<file path="src/rtl/id_ex_stage.sv">
// rtl/id_ex_stage.sv - ID/EX pipeline register with load-use hazard detection (optional ID_EX_PERF_EN bubble counter)
module id_ex_stage #(
    parameter int CTRL_W = 12
) (
    input  logic              clk,
    input  logic              rst,
    input  logic              id_valid,
    input  logic [31:0]       id_pc,
    input  logic [31:0]       id_rdata1,
    input  logic [31:0]       id_rdata2,
    input  logic [31:0]       id_imm,
    input  logic [4:0]        id_rs,
    input  logic [4:0]        id_rt,
    input  logic [4:0]        id_rd,
    input  logic              id_uses_rt,
    input  logic              id_memread,
    input  logic              id_regwrite,
    input  logic [CTRL_W-1:0] id_ctrl,
    input  logic              flush,
    input  logic              ex_hold,
    output logic              ex_valid,
    output logic              ex_memread,
    output logic              ex_regwrite,
    output logic [31:0]       ex_pc,
    output logic [31:0]       ex_rdata1,
    output logic [31:0]       ex_rdata2,
    output logic [31:0]       ex_imm,
    output logic [4:0]        ex_rs,
    output logic [4:0]        ex_rt,
    output logic [4:0]        ex_rd,
    output logic [CTRL_W-1:0] ex_ctrl,
`ifdef ID_EX_PERF_EN
    output logic [31:0]       stall_cnt,
`endif
    output logic              stall_if_id
);

    logic load_use;
    logic load_bubble;

    // A load writing $zero never produces a usable value, so it cannot create a hazard.
    always_comb begin
        load_use = ex_valid & ex_memread & (ex_rt != 5'd0) & id_valid &
                   ((id_rs == ex_rt) | (id_uses_rt & (id_rt == ex_rt)));
    end

    assign stall_if_id = rst & (ex_hold | (load_use & ~flush));
    assign load_bubble = ~rst | flush | (~ex_hold & load_use);

    always_ff @(posedge clk) begin
        if (load_bubble) begin
            ex_valid    <= 1'b0;
            ex_memread  <= 1'b0;
            ex_regwrite <= 1'b0;
            ex_pc       <= 32'd0;
            ex_rdata1   <= 32'd0;
            ex_rdata2   <= 32'd0;
            ex_imm      <= 32'd0;
            ex_rs       <= 5'd0;
            ex_rt       <= 5'd0;
            ex_rd       <= 5'd0;
            ex_ctrl     <= '0;
        end else if (!ex_hold) begin
            ex_valid    <= id_valid;
            ex_memread  <= id_valid & id_memread;
            ex_regwrite <= id_valid & id_regwrite;
            ex_pc       <= id_pc;
            ex_rdata1   <= id_rdata1;
            ex_rdata2   <= id_rdata2;
            ex_imm      <= id_imm;
            ex_rs       <= id_rs;
            ex_rt       <= id_rt;
            ex_rd       <= id_rd;
            ex_ctrl     <= id_valid ? id_ctrl : '0;
        end
    end

`ifdef ID_EX_PERF_EN
    always_ff @(posedge clk) begin
        if (!rst) begin
            stall_cnt <= 32'd0;
        end else if (!flush && !ex_hold && load_use && stall_cnt != 32'hFFFF_FFFF) begin
            stall_cnt <= stall_cnt + 32'd1;
        end
    end
`endif

endmodule

</file>
<file path="config.mk">
export PLATFORM = sky130hd
export DESIGN_NAME = id_ex_stage
export DESIGN_NICKNAME = d
export VERILOG_FILES = /design/src/rtl/id_ex_stage.sv
export SDC_FILE = /design/constraint.sdc
export NUM_CORES = 1
export LEC_CHECK = 0
export ABC_AREA = 1
export CORE_AREA = 2 2 124 126
export CTS_CLUSTER_DIAMETER = 40
export CTS_CLUSTER_SIZE = 40
export DETAILED_ROUTE_END_ITERATION = 10
export DIE_AREA = 0 0 126 128
export PLACE_DENSITY = 0.79
export SYNTH_ARGS = -nofsm -noshare
export SYNTH_HDL_FRONTEND = slang
export SYNTH_SLANG_ARGS = --single-unit
</file>
<file path="constraint.sdc">
create_clock -name clk -period 2.1 [get_ports clk]
set_input_delay 0.42 -clock clk [delete_from_list [all_inputs] [get_ports clk]]
set_output_delay 0.42 -clock clk [all_outputs]
set_load 0.005 [all_outputs]
</file>
==> flow_summary.ini <==
[sta]
skew_ns = 0.0102
setup_tns_ns = 0
maxSlewViolCount = 0
fmax_mhz = 508
maxSlewHeadroom_pct = 72.0
finalCriticalPeriod_ns = 1.97
finalSetupViolations = 0
tightest_slew_ns = 0.419
holdWs_ns = 0.400
post-route-period-util_pct = 93.7
hold_viol = 0

[clock_network]
clk_pin_slew_ns = 0.06
cts_tree = done
post_cts_buffers = 0
htreeDepth = 4
cts.sinks = 158
cts_made_buffers = 17
cts.path.max_buffers = 2
clock_latency_ns = 0.42
ctsRootBufferMaster = clkbuf_16

[drt]
wire_per_inst_um = 15.1
drtAntennaViolNets = 0
drtIter0Drc = 186
viasPerCell = 4.59
firstDrtPassIters = 4
routed_wl_mm = 16.7
drc = 0
vias = 5091

[global_routing]
grt_max_degree = 59
groute.usage.overall_pct = 20.4
gr-total-overflow = 0
antenna_found_initial = 1
grt_pass1_wl_mm = 25.9
grt_pass1_vias = 4989

[critical_path]
arrival_ns = 1.55
crit_top_cell = nand2_1
cp-end-kind = primary output
crit_chain = clkdlybuf4s50_1 > nand2_1 > nand2_1 > nor2_1 > nand3_1 > nand2_2 > nand3_2 > o21ai_1 > buf_2
cp_slowest_cell = clkdlybuf4s50_1
rrSetupSlack_ns = 0.50
worstSetupStartpointType = input port
critPathRequiredTime_ns = 1.68
path_class = in -> out
worstReg2RegEnd = ex_imm[16]
cp_max_fo = 3
reg2reg_depth = 10
worst_path_largest_cell_delay_ns = 0.44
crit_buf_inv = 2
cp_top_family = buffers and inverters
rr_startpoint = ex_rt[2]

[logic_synthesis]
synth-seq-area-share_pct = 54.6
syn_area_per_cell_um2 = 9.98
synthTopCellsByArea = dfxtp_1 55%, mux2i_1 23%, nor2_1 11%, buf_6 2.1%, a22oi_1 1.8%
yosys_warnings = 0
yosys_register_bits = 158
synthDistinctLibCells = 18
yosysTopAreaCell = dfxtp_1
synth_nets = 744
synthCells = 581
synth_top_area_share_pct = 54.6
synth_area_um2 = 5800

[floorplanning]
die_w_um = 126
start_util_pct = 39.0
dieArea_um2 = 16100
die_h_um = 128
boundaryPins = 322
core.rowCount = 45
core_um2 = 14900

[place]
io_buffers = 321
gp_congestion = 0.804
dp_hpwl_mm = 12.6

[final_layout]
final_core_util_pct = 65.9
layout_common_cells = 311 x clkdlybuf4s50_1, 172 x nor2_1, 155 x dfxtp_1
final_nets = 1069
layout-area-overhead-vs-synth_pct = 69.1
fill_cells = 1219
seqCellArea_um2 = 3170
final_common_cell = clkdlybuf4s50_1
layout-drive-gt1-share_pct = 7.07
multi_input_area_um2 = 2330

[status]
outcome = completed

[worst_hold_path]
hold_path.class = in -> reg
min_to = ex_rt[2]
hold_path.startpoint = id_rt[2]
hold_depth = 5

[power_and_ir_drop]
ir_worst_vdd_v = 0.000466
power.density_nw_per_um2 = 700
power_leakage_nw = 4.19

[run]
maxCapViolations = 0
## area by class of cell
type / count / area share [%]
diodes: 1 / 0.0255
inverters: 17 / 0.651
clock buffers: 17 / 4.34
repair buffers: 343 / 35.3
well taps: 188 / 2.40
flip-flops and latches: 158 / 32.3
multi-input cells: 369 / 23.8
clock inverters: 15 / 1.16
## report_power, final
group	total (mW)	internal [mW]	switching (mW)	leakage, nW
Clock	2.79	1.52	1.27	0.264
Combinational	0.932	0.601	0.331	2.63
Sequential	3.14	3.09	0.0477	1.29
## through the flow
step                      area (um^2)  power, mW  worst slack (ns)  std cells
final                            9800       6.86             0.132       1108
after global routing             9800       7.18          -0.00403       1107
after CTS                        9760       6.96            0.0295       1107
after detailed placement         9230       4.15            -0.396       1075
after global placement           9230       4.13            -0.380       1075
after floorplan                  5800       3.57             0.695        581
## kinds of logic after synthesis
| kind of cell | share of synthesized area, % |
|---|---|
| AOI/OAI and AO/OA | 2.76 |
| xor gates and xnor gates | 0.151 |
| buffers and inverters | 5.51 |
| DFF | 54.6 |
| muxes | 23.3 |
| and+or+nand+nor | 13.7 |
## metal layers
layer	track usage [%]	share of wire, %	wire length [um]	vias to the layer above
met3	8.93	9.4	1570	18
met2	35.5	50	8320	215
met1	22.5	40	6650	2295
met4	6.14	1.3	211	0
li1	-	-	-	2563
met5	0	0	0	-
## worst register-to-register path, delay by kind of cell, from the launching register on
kind / cells / cell delay (ns)
DFF: 1 / 0.31
and+or+nand+nor: 8 / 0.81
buffers and inverters: 2 / 0.37
## sequential cells by signal (all words and copies together), names as in the netlist, 5 cells and up
name       count
ex_pc         32
ex_rs          5
ex_rdata2     32
ex_rd          5
ex_rt          5
ex_ctrl       12
ex_imm        32
ex_rdata1     32
## Yosys cell counts
cell / instances
xnor2_1: 1
a22oi_1: 14
nand4_1: 1
a21oi_1: 9
inv_1: 17
buf_6: 11
o21ai_0: 2
dfxtp_1: 158
nand2_1: 27
nand2_2: 1
buf_2: 18
buf_4: 3
nor2_1: 174
buf_1: 1
and3_1: 1
clkbuf_1: 4
mux2i_1: 135
nand3_1: 4
## repair_timing
item,4_1_cts,5_1_grt
gates resized for setup,5,17
hold buffers,0,0
pin swaps,0,7
setup endpoints to repair,1,1
gates cloned,0,0
## worst max path at each step
stage                     cells past startpoint  slack, ns     start     endpoint
final                                         9       0.13  id_rt[0]  stall_if_id
after global routing                          9     -0.004  ex_rt[0]  stall_if_id
after CTS                                    10       0.03  id_rt[4]  stall_if_id
after detailed placement                     10      -0.40  id_rt[4]  stall_if_id
after global placement                       10      -0.38  id_rs[0]  stall_if_id
after floorplan                               5       0.70   ex_hold     ex_pc[0]
Power figures use the tool's default switching activity.
